**config.mk**
```make
export PLATFORM = sky130hd
export DESIGN_NAME = mips16_multicycle_ctrl_flat
export DESIGN_NICKNAME = d
export VERILOG_FILES = /design/src/rtl/mips16_pkg.sv /design/src/rtl/mips16_multicycle_ctrl_if.sv /design/src/rtl/mips16_ctrl_decode.sv /design/src/rtl/mips16_multicycle_ctrl.sv /design/src/flat_wrapper.sv
export SDC_FILE = /design/constraint.sdc
export NUM_CORES = 1
export LEC_CHECK = 0
export BUFFER_PORTS_ARGS = -buffer_cell sky130_fd_sc_hd__buf_2
export CORE_MARGIN = 3
export CORE_UTILIZATION = 40
export DETAILED_ROUTE_END_ITERATION = 8
export PLACE_DENSITY = 0.8
export SLEW_MARGIN = 20
export SYNTH_ARGS = -nofsm -noshare
export SYNTH_HDL_FRONTEND = slang
export SYNTH_SLANG_ARGS = --single-unit
```
**constraint.sdc**
```tcl
create_clock -name clk -period 1.4 [get_ports clk]
set_clock_uncertainty 0.1 [all_clocks]
set_input_delay 0.21 -clock clk [delete_from_list [all_inputs] [get_ports clk]]
set_output_delay 0.21 -clock clk [all_outputs]
set_load 0.03 [all_outputs]
```
**src/rtl/mips16_pkg.sv**
```systemverilog
// ============================================================================
// Module      : mips16_pkg
// Description : Shared opcode, state and control encodings for the MIPS16
//               multi-cycle controller.
// Revision    : 1.0 - initial release
// ============================================================================
`default_nettype none

package mips16_pkg;

    localparam logic [3:0] c_op_rtype = 4'b0000;
    localparam logic [3:0] c_op_addi  = 4'b0001;
    localparam logic [3:0] c_op_lw    = 4'b0010;
    localparam logic [3:0] c_op_sw    = 4'b0011;
    localparam logic [3:0] c_op_beq   = 4'b0100;
    localparam logic [3:0] c_op_j     = 4'b0101;
    localparam logic [3:0] c_op_halt  = 4'b1111;

    localparam logic [1:0] c_alu_add   = 2'b00;
    localparam logic [1:0] c_alu_sub   = 2'b01;
    localparam logic [1:0] c_alu_funct = 2'b10;

    localparam logic [1:0] c_pcs_inc    = 2'b00;
    localparam logic [1:0] c_pcs_branch = 2'b01;
    localparam logic [1:0] c_pcs_jump   = 2'b10;

    typedef enum logic [3:0] {
        S_FETCH    = 4'd0,
        S_DECODE   = 4'd1,
        S_MEM_ADDR = 4'd2,
        S_MEM_RD   = 4'd3,
        S_MEM_WB   = 4'd4,
        S_MEM_WR   = 4'd5,
        S_EXEC_R   = 4'd6,
        S_R_WB     = 4'd7,
        S_EXEC_I   = 4'd8,
        S_I_WB     = 4'd9,
        S_BRANCH   = 4'd10,
        S_JUMP     = 4'd11,
        S_HALT     = 4'd12
    } state_t;

    // Everything the state decoder produces; illegal_op is owned by the
    // next-state logic because it depends on the opcode.
    typedef struct packed {
        logic       alu_src;
        logic       alu_src_a;
        logic [1:0] alu_op;
        logic       pc_inc;
        logic       pc_write;
        logic       pc_write_cond;
        logic [1:0] pc_source;
        logic       i_or_d;
        logic       mem_read;
        logic       mem_write;
        logic       ir_write;
        logic       reg_dst;
        logic       mem_to_reg;
        logic       reg_write;
        logic       halted;
    } ctrl_t;

endpackage

`default_nettype wire

```
**src/rtl/mips16_multicycle_ctrl_if.sv**
```systemverilog
// ============================================================================
// Module      : mips16_ctrl_if
// Description : Controller <-> datapath signal bundle for the MIPS16 core.
// Revision    : 1.0 - initial release
// ============================================================================
`default_nettype none

interface mips16_ctrl_if #(
    parameter int OPW = 4,
    parameter int STW = 4
);
    logic [OPW-1:0] opcode;
    logic           zero;
    logic           mem_ready;
    logic           alu_src;
    logic           alu_src_a;
    logic [1:0]     alu_op;
    logic           pc_inc;
    logic           pc_write;
    logic           pc_write_cond;
    logic [1:0]     pc_source;
    logic           i_or_d;
    logic           mem_read;
    logic           mem_write;
    logic           ir_write;
    logic           reg_dst;
    logic           mem_to_reg;
    logic           reg_write;
    logic           illegal_op;
    logic           halted;
    logic [STW-1:0] state;

    modport master (
        input  opcode, zero, mem_ready,
        output alu_src, alu_src_a, alu_op, pc_inc, pc_write, pc_write_cond,
               pc_source, i_or_d, mem_read, mem_write, ir_write, reg_dst,
               mem_to_reg, reg_write, illegal_op, halted, state
    );

    modport slave (
        output opcode, zero, mem_ready,
        input  alu_src, alu_src_a, alu_op, pc_inc, pc_write, pc_write_cond,
               pc_source, i_or_d, mem_read, mem_write, ir_write, reg_dst,
               mem_to_reg, reg_write, illegal_op, halted, state
    );
endinterface

`default_nettype wire

```
**src/rtl/mips16_ctrl_decode.sv**
```systemverilog
// ============================================================================
// Module      : mips16_ctrl_decode
// Description : Combinational state-to-control decoder, forced idle in reset.
// Revision    : 1.0 - initial release
// ============================================================================
`default_nettype none

module mips16_ctrl_decode
    import mips16_pkg::*;
(
    input  wire logic   i_rst,
    input  state_t      i_state,
    input  wire logic   i_mem_ready,
    output ctrl_t       o_ctrl
);

    always_comb begin
        o_ctrl = '0;
        if (!i_rst) begin
            case (i_state)
                S_FETCH: begin
                    o_ctrl.mem_read  = 1'b1;
                    o_ctrl.pc_inc    = 1'b1;
                    o_ctrl.alu_op    = c_alu_add;
                    o_ctrl.pc_source = c_pcs_inc;
                    // Only Mealy terms: IR and PC load in the cycle the fetch completes.
                    o_ctrl.ir_write  = i_mem_ready;
                    o_ctrl.pc_write  = i_mem_ready;
                end
                S_DECODE: begin
                    o_ctrl.alu_src = 1'b1;
                    o_ctrl.alu_op  = c_alu_add;
                end
                S_MEM_ADDR, S_EXEC_I: begin
                    o_ctrl.alu_src_a = 1'b1;
                    o_ctrl.alu_src   = 1'b1;
                    o_ctrl.alu_op    = c_alu_add;
                end
                S_MEM_RD: begin
                    o_ctrl.mem_read = 1'b1;
                    o_ctrl.i_or_d   = 1'b1;
                end
                S_MEM_WB: begin
                    o_ctrl.reg_write  = 1'b1;
                    o_ctrl.mem_to_reg = 1'b1;
                end
                S_MEM_WR: begin
                    o_ctrl.mem_write = 1'b1;
                    o_ctrl.i_or_d    = 1'b1;
                end
                S_EXEC_R: begin
                    o_ctrl.alu_src_a = 1'b1;
                    o_ctrl.alu_op    = c_alu_funct;
                end
                S_R_WB: begin
                    o_ctrl.reg_write = 1'b1;
                    o_ctrl.reg_dst   = 1'b1;
                end
                S_I_WB: begin
                    o_ctrl.reg_write = 1'b1;
                end
                S_BRANCH: begin
                    o_ctrl.alu_src_a     = 1'b1;
                    o_ctrl.alu_op        = c_alu_sub;
                    o_ctrl.pc_write_cond = 1'b1;
                    o_ctrl.pc_source     = c_pcs_branch;
                end
                S_JUMP: begin
                    o_ctrl.pc_write  = 1'b1;
                    o_ctrl.pc_source = c_pcs_jump;
                end
                S_HALT: begin
                    o_ctrl.halted = 1'b1;
                end
                default: ;
            endcase
        end
    end

endmodule

`default_nettype wire

```
**src/rtl/mips16_multicycle_ctrl.sv**
```systemverilog
// ============================================================================
// Module      : mips16_multicycle_ctrl
// Description : Multi-cycle MIPS16 control FSM: state register, next-state
//               logic and control outputs driven onto the datapath bundle.
// Revision    : 1.0 - initial release
// ============================================================================
`default_nettype none

module mips16_multicycle_ctrl
    import mips16_pkg::*;
#(
    parameter int OPW = 4,
    parameter int STW = 4
) (
    input  wire logic      clk,
    input  wire logic      rst,
    mips16_ctrl_if.master  bus
);

    state_t     r_state;
    state_t     w_next;
    logic       w_illegal;
    logic [3:0] w_op;
    ctrl_t      w_ctrl;
    logic       w_unused_zero;

    assign w_op          = 4'(bus.opcode);
    // The branch decision is made in the datapath, which gates pc_write_cond.
    assign w_unused_zero = bus.zero;

    always_ff @(posedge clk or posedge rst) begin
        if (rst) begin
            r_state <= S_FETCH;
        end else begin
            r_state <= w_next;
        end
    end

    always_comb begin
        w_next    = r_state;
        w_illegal = 1'b0;
        case (r_state)
            S_FETCH: begin
                if (bus.mem_ready) w_next = S_DECODE;
            end
            S_DECODE: begin
                case (w_op)
                    c_op_rtype: w_next = S_EXEC_R;
                    c_op_addi:  w_next = S_EXEC_I;
                    c_op_lw:    w_next = S_MEM_ADDR;
                    c_op_sw:    w_next = S_MEM_ADDR;
                    c_op_beq:   w_next = S_BRANCH;
                    c_op_j:     w_next = S_JUMP;
                    c_op_halt:  w_next = S_HALT;
                    default: begin
                        w_next    = S_FETCH;
                        w_illegal = 1'b1;
                    end
                endcase
            end
            S_MEM_ADDR: begin
                if (w_op == c_op_lw)      w_next = S_MEM_RD;
                else if (w_op == c_op_sw) w_next = S_MEM_WR;
                else                      w_next = S_FETCH;
            end
            S_MEM_RD: begin
                if (bus.mem_ready) w_next = S_MEM_WB;
            end
            S_MEM_WR: begin
                if (bus.mem_ready) w_next = S_FETCH;
            end
            S_EXEC_R: w_next = S_R_WB;
            S_EXEC_I: w_next = S_I_WB;
            S_MEM_WB, S_R_WB, S_I_WB, S_BRANCH, S_JUMP: w_next = S_FETCH;
            S_HALT:   w_next = S_HALT;
            default:  w_next = S_FETCH;
        endcase
    end

    mips16_ctrl_decode u_decode (
        .i_rst       (rst),
        .i_state     (r_state),
        .i_mem_ready (bus.mem_ready),
        .o_ctrl      (w_ctrl)
    );

    assign bus.alu_src       = w_ctrl.alu_src;
    assign bus.alu_src_a     = w_ctrl.alu_src_a;
    assign bus.alu_op        = w_ctrl.alu_op;
    assign bus.pc_inc        = w_ctrl.pc_inc;
    assign bus.pc_write      = w_ctrl.pc_write;
    assign bus.pc_write_cond = w_ctrl.pc_write_cond;
    assign bus.pc_source     = w_ctrl.pc_source;
    assign bus.i_or_d        = w_ctrl.i_or_d;
    assign bus.mem_read      = w_ctrl.mem_read;
    assign bus.mem_write     = w_ctrl.mem_write;
    assign bus.ir_write      = w_ctrl.ir_write;
    assign bus.reg_dst       = w_ctrl.reg_dst;
    assign bus.mem_to_reg    = w_ctrl.mem_to_reg;
    assign bus.reg_write     = w_ctrl.reg_write;
    assign bus.halted        = w_ctrl.halted;
    assign bus.illegal_op    = w_illegal & ~rst;
    assign bus.state         = STW'(r_state);

endmodule

`default_nettype wire

```
**src/flat_wrapper.sv**
```systemverilog
// flat-port wrapper written by rule: the top's interface ports become plain ports
module mips16_multicycle_ctrl_flat import mips16_pkg::*;
#(
    parameter int OPW = 4,
    parameter int STW = 4
)
  (clk, rst, bus_opcode, bus_zero, bus_mem_ready, bus_alu_src, bus_alu_src_a, bus_alu_op, bus_pc_inc, bus_pc_write, bus_pc_write_cond, bus_pc_source, bus_i_or_d, bus_mem_read, bus_mem_write, bus_ir_write, bus_reg_dst, bus_mem_to_reg, bus_reg_write, bus_illegal_op, bus_halted, bus_state);
  mips16_ctrl_if #(.OPW(OPW), .STW(STW)) bus_i ();
  input  wire logic clk;
  input  wire logic rst;
  input wire logic [$bits(bus_i.opcode)-1:0] bus_opcode;
  input wire logic [$bits(bus_i.zero)-1:0] bus_zero;
  input wire logic [$bits(bus_i.mem_ready)-1:0] bus_mem_ready;
  output wire logic [$bits(bus_i.alu_src)-1:0] bus_alu_src;
  output wire logic [$bits(bus_i.alu_src_a)-1:0] bus_alu_src_a;
  output wire logic [$bits(bus_i.alu_op)-1:0] bus_alu_op;
  output wire logic [$bits(bus_i.pc_inc)-1:0] bus_pc_inc;
  output wire logic [$bits(bus_i.pc_write)-1:0] bus_pc_write;
  output wire logic [$bits(bus_i.pc_write_cond)-1:0] bus_pc_write_cond;
  output wire logic [$bits(bus_i.pc_source)-1:0] bus_pc_source;
  output wire logic [$bits(bus_i.i_or_d)-1:0] bus_i_or_d;
  output wire logic [$bits(bus_i.mem_read)-1:0] bus_mem_read;
  output wire logic [$bits(bus_i.mem_write)-1:0] bus_mem_write;
  output wire logic [$bits(bus_i.ir_write)-1:0] bus_ir_write;
  output wire logic [$bits(bus_i.reg_dst)-1:0] bus_reg_dst;
  output wire logic [$bits(bus_i.mem_to_reg)-1:0] bus_mem_to_reg;
  output wire logic [$bits(bus_i.reg_write)-1:0] bus_reg_write;
  output wire logic [$bits(bus_i.illegal_op)-1:0] bus_illegal_op;
  output wire logic [$bits(bus_i.halted)-1:0] bus_halted;
  output wire logic [$bits(bus_i.state)-1:0] bus_state;
  assign bus_i.opcode = bus_opcode;
  assign bus_i.zero = bus_zero;
  assign bus_i.mem_ready = bus_mem_ready;
  assign bus_alu_src = bus_i.alu_src;
  assign bus_alu_src_a = bus_i.alu_src_a;
  assign bus_alu_op = bus_i.alu_op;
  assign bus_pc_inc = bus_i.pc_inc;
  assign bus_pc_write = bus_i.pc_write;
  assign bus_pc_write_cond = bus_i.pc_write_cond;
  assign bus_pc_source = bus_i.pc_source;
  assign bus_i_or_d = bus_i.i_or_d;
  assign bus_mem_read = bus_i.mem_read;
  assign bus_mem_write = bus_i.mem_write;
  assign bus_ir_write = bus_i.ir_write;
  assign bus_reg_dst = bus_i.reg_dst;
  assign bus_mem_to_reg = bus_i.mem_to_reg;
  assign bus_reg_write = bus_i.reg_write;
  assign bus_illegal_op = bus_i.illegal_op;
  assign bus_halted = bus_i.halted;
  assign bus_state = bus_i.state;
  mips16_multicycle_ctrl #(.OPW(OPW), .STW(STW)) u_core (.clk(clk), .rst(rst), .bus(bus_i));
endmodule
```
==> results.py, run 1 <==
metrics = {
    "outcome": {
        "tool.error": "[ERROR DPL-0033] detailed placement checks failed during check placement.",
        "haltStage": "4_1_cts",
        "status": "aborted with a tool error",
    },
    "die": {
        "ios": 30,
        "fp.dieH_um": 45.6,
        "die_width_um": 45.6,
        "start_util": 0.453,
        "placementRows": 13,
    },
    "synthesis": {
        "netlist_area_um2": 627,
        "syn-num-nets": 98,
        "synth_edf_count": 0,
        "synth-seq-cells": 4,
        "yosysWarnings": 0,
        "synth_area_per_cell_um2": 6.97,
        "synth_ff_type": "dfrtp_1",
        "syn_inst": 90,
        "synthArstFlopShare": 1.00,
        "ys_types": 36,
        "ys_seq_area_frac": 0.160,
    },
    "placed_design": {
        "placed_cell_area_um2": 1080,
        "place.gp.congestion": 0.871,
        "post-dp-hpwl_mm": 1.73,
        "port_buffers": 28,
    },
    "clock_network": {
        "clock_sink_count": 4,
        "htreeDepth": 1,
        "cts_hold_buf": 1,
        "post_cts_buffers": 8,
        "cts-resized-gates": 48,
        "cts_root_buf": "clkbuf_4",
        "clockBufferDepth": 2,
        "cts_buffers": 3,
    },
}
==> kinds of logic after synthesis <==
kind of cell	share of synthesized area
buffers and inverters	0.136
flip-flops	0.160
AND/OR/NAND/NOR	0.449
AO/OA/AOI/OAI	0.242
XOR/XNOR	0.0140
==> cells in the mapped netlist (all sizes together) (2+ instances only) <==
library cell | number | share of area
nand2 | 9 | 0.058
nor2 | 14 | 0.092
nand2b | 5 | 0.074
inv | 2 | 0.012
nand3 | 2 | 0.016
nor2b | 3 | 0.034
nor3 | 6 | 0.056
o21ai | 6 | 0.048
o31ai | 2 | 0.024
a21o | 2 | 0.024
a21oi | 10 | 0.080
nand4 | 2 | 0.020
buf | 10 | 0.12
dfrtp | 4 | 0.16
==> per-stage QoR <==
step	setup slack (ns)	utilization	TNS [ns]	hold WS, ns	std cells
2_1_floorplan	-0.461	-	-3.93	0.148	90
3_3_place_gp	-0.167	0.784	-1.52	0.225	148
3_5_place_dp	-0.240	0.784	-2.16	0.229	148
==> run 2, diff against run 1 <==
Settings changed: CORE_AREA from default to 3 3 64 66, CORE_MARGIN 3 to default, CORE_UTILIZATION 40 to default, DIE_AREA from default to 0 0 67 69, PLACE_DENSITY 0.8 to default, PLACE_DENSITY_LB_ADDON from default to 0.15.
Clock period 1.4 ns to 1.82 ns, I/O delays scaled along.
==> run 2 against run 1 <==
Synthesized area is the same. Synthesized cell count is the same. The flow now finishes without violations.
==> results.py, run 2 <==
metrics = {
    "outcome": {
        "status": "completed",
    },
    "synthesis": {
        "synth-seq-cells": 4,
        "syn-num-nets": 98,
        "netlist_area_um2": 627,
        "synth_area_leaders": "dfrtp_1 (16%), a21oi_1 (8.0%), buf_4 (7.2%), nor2_1 (7.2%), nand2_1 (4.8%)",
        "synth_area_leader_cell": "dfrtp_1",
        "syn_inst": 90,
        "ys_types": 36,
        "post-synth-top-count-cell": "nor2_1",
        "synth_top_area_share": 0.160,
        "synth_area_per_cell_um2": 6.97,
        "yosys-top-cells-count": "nor2_1 (12), a21oi_1 (10), nand2_1 (8), buf_4 (6)",
        "yosysWarnings": 0,
        "synth_ff_type": "dfrtp_1",
        "synthArstFlopShare": 1.00,
        "ys_seq_area_frac": 0.160,
        "synth_edf_count": 0,
    },
    "sta": {
        "worst_pin_slew_ns": 0.343,
        "finalSetupTns_ns": 0,
        "holdWs_ns": 0.236,
        "rsz0062_at_grt": "yes",
        "hold_viol": 0,
        "relSlewSlack": 0.771,
        "clock.fmax_mhz": 556,
        "finalCritPeriodShare": 0.988,
        "finalCriticalPeriod_ns": 1.80,
        "maxSlewViolCount": 0,
        "setup_viol": 0,
    },
    "placed_design": {
        "port_buffers": 28,
        "place.gp.congestion": 0.762,
        "post-dp-hpwl_mm": 1.73,
    },
    "die": {
        "placementRows": 22,
        "fp.dieH_um": 69,
        "fp.coreArea_um2": 3630,
        "dieArea_um2": 4620,
        "start_util": 0.173,
        "ios": 30,
        "die_width_um": 67,
    },
    "worst_setup_path": {
        "critPathSlowestCell": "dfrtp_2",
        "cp_cell_sequence": "nand2b_4 > nand2b_4 > nor4bb_4 > buf_6",
        "critPathTopFamily": "simple AND/OR/NAND/NOR gates",
        "cp_common_cell": "nand2b_4",
        "r2r-start": "u_core.bus.state[0]",
        "r2r_slack_ns": 0.25,
        "critPathKind": "reg -> out",
        "arrival_ns": 1.42,
        "reg2reg_depth": 6,
        "path_buf_inv": 1,
        "reg2reg_to": "u_core.bus.state[0]",
        "cp-end-kind": "output port",
        "cpPeakStageDelay_ns": 0.43,
        "cp-start-kind": "flop",
        "required_ns": 1.45,
        "worst-path-max-fanout": 5,
    },
    "finish": {
        "mostFrequentLayoutCells": "buf_2 (20), buf_4 (19), nor2_1 (10)",
        "antennaDiodeCount": 0,
        "n_fill_cell": 409,
        "layout-area-overhead-vs-synth_pct": 73.5,
        "fin_nets": 138,
        "layout_commonest_cell": "buf_2",
        "drive_gt1_frac": 0.574,
        "largest_reg_flops": 4,
    },
    "routing": {
        "route.met3.wl_um": 101,
        "ant_nets": 0,
        "vias": 771,
        "viasPerCell": 4.36,
        "wl_met1_mm": 1.03,
        "wire_per_inst_um": 12.2,
        "drcViolationCount": 0,
        "drt-initial-drc-count": 20,
        "highest_layer": "met4",
        "dr.pass1.iters": 4,
        "routed_wl_mm": 2.16,
        "wl_met2_um": 983,
    },
    "power": {
        "leakagePower_nw": 0.501,
        "p_int_mw": 0.785,
        "max-vdd-ir-drop_mv": 0.451,
        "pwr-share-seq": 0.125,
        "p_comb_frac": 0.749,
        "p_sw_frac": 0.502,
        "p_clk_frac": 0.126,
        "power_switching_mw": 0.790,
        "power.density_nw_per_um2": 1450,
    },
    "clock_network": {
        "path_clk_slew_ns": 0.03,
        "cts_tree": "done",
        "htreeDepth": 1,
        "clockBufferDepth": 2,
        "cts_root_buf": "clkbuf_8",
        "clock_latency_ns": 0.22,
        "cts_buffers": 3,
        "clock_sink_count": 4,
    },
    "worst_hold_path": {
        "hp-class": "in -> reg",
        "hold-path-endpoint": "u_core.bus.state[1]",
        "min_path_cells": 2,
        "hold_path.startpoint": "bus_opcode[0]",
    },
    "global_routing": {
        "grt_pass1_wl_mm": 3.52,
        "antenna_found_initial": 0,
        "grt.overflow.total": 0,
        "track_usage": 0.0962,
        "grt_pass1_vias": 751,
        "grt_max_degree": 12,
    },
    "job": {
        "max_cap_viol_count": 0,
    },
}
==> run 2: worst reg2reg max path: stages (launching register included) <==
cell     delay, ns
dfrtp_2       0.45
buf_4         0.20
nor2b_1       0.14
nor2b_1       0.12
o21ai_1       0.16
a31oi_1       0.11
a21o_1        0.18
==> run 2: routing by layer <==
metal / vias up / track usage
met2: 22 / 0.150
met1: 349 / 0.130
met4: 0 / 0.0541
li1: 396 / -
met5: - / 0
met3: 4 / 0.00326
==> run 2: how the worst max path moves through the flow <==
stage | from | to | slack, ns | depth (start not counted)
finish | u_core.bus.state[3] | bus_illegal_op | 0.02 | 4
CTS | u_core.bus.state[3] | bus_illegal_op | -0.0006 | 4
detailed placement | u_core.bus.state[1] | bus_pc_write_cond | 0.14 | 4
floorplan | u_core.bus.state[3] | bus_pc_write | -0.10 | 5
global route | u_core.bus.state[3] | bus_illegal_op | -0.05 | 4
global placement | u_core.bus.state[3] | bus_illegal_op | 0.13 | 4
==> run 2: repair_timing <==
action | CTS | global route
resized for setup | 6 | 15
hold buffers | 1 | 0
pin swaps | 1 | 3
hold endpoints to repair | 4 | 0
setup endpoints to repair | 8 | 13
setup buffers | 4 | 2
==> run 2: cells by family (layout without fill, tap and decap cells) <==
family / count (synthesis) / count (layout) / share of synthesized area
and+or+nand+nor: 48 / 48 / 0.449
buffers and inverters: 12 / 51 / 0.136
AOI/OAI and AO/OA: 25 / 25 / 0.242
xor gates and xnor gates: 1 / 1 / 0.0140
DFF: 4 / 4 / 0.160
==> run 2: stage by stage <==
step / power (mW) / instance area [µm²] / setup slack (ns) / utilization / std cells
CTS: 1.53 / 1050 / -0.000629 / 0.288 / 175
finish: 1.57 / 1090 / 0.0221 / 0.299 / 177
floorplan: 0.995 / 747 / -0.104 / - / 90
global route: 1.69 / 1090 / -0.0483 / 0.299 / 177
detailed placement: 1.25 / 933 / 0.138 / 0.257 / 166
global placement: 1.26 / 933 / 0.134 / 0.257 / 166
==> run 2: power groups by stage <==
stage | Sequential (mW) | Combinational [mW] | Clock (mW)
floorplan | 0.223 | 0.773 | 0
global placement | 0.204 | 1.05 | 0
detailed placement | 0.204 | 1.04 | 0
CTS | 0.202 | 1.13 | 0.202
global route | 0.205 | 1.27 | 0.206
finish | 0.197 | 1.18 | 0.198
==> run 2: area by class of cell <==
type | instances | area (µm²) | area share
multi-input cells | 74 | 552 | 0.507
repair buffers | 45 | 318 | 0.292
flip-flops and latches | 4 | 105 | 0.0967
well taps | 48 | 60.1 | 0.0552
clock buffers | 4 | 45.0 | 0.0414
inverters | 2 | 7.51 | 0.00690
(Power assumes the default switching activity.)
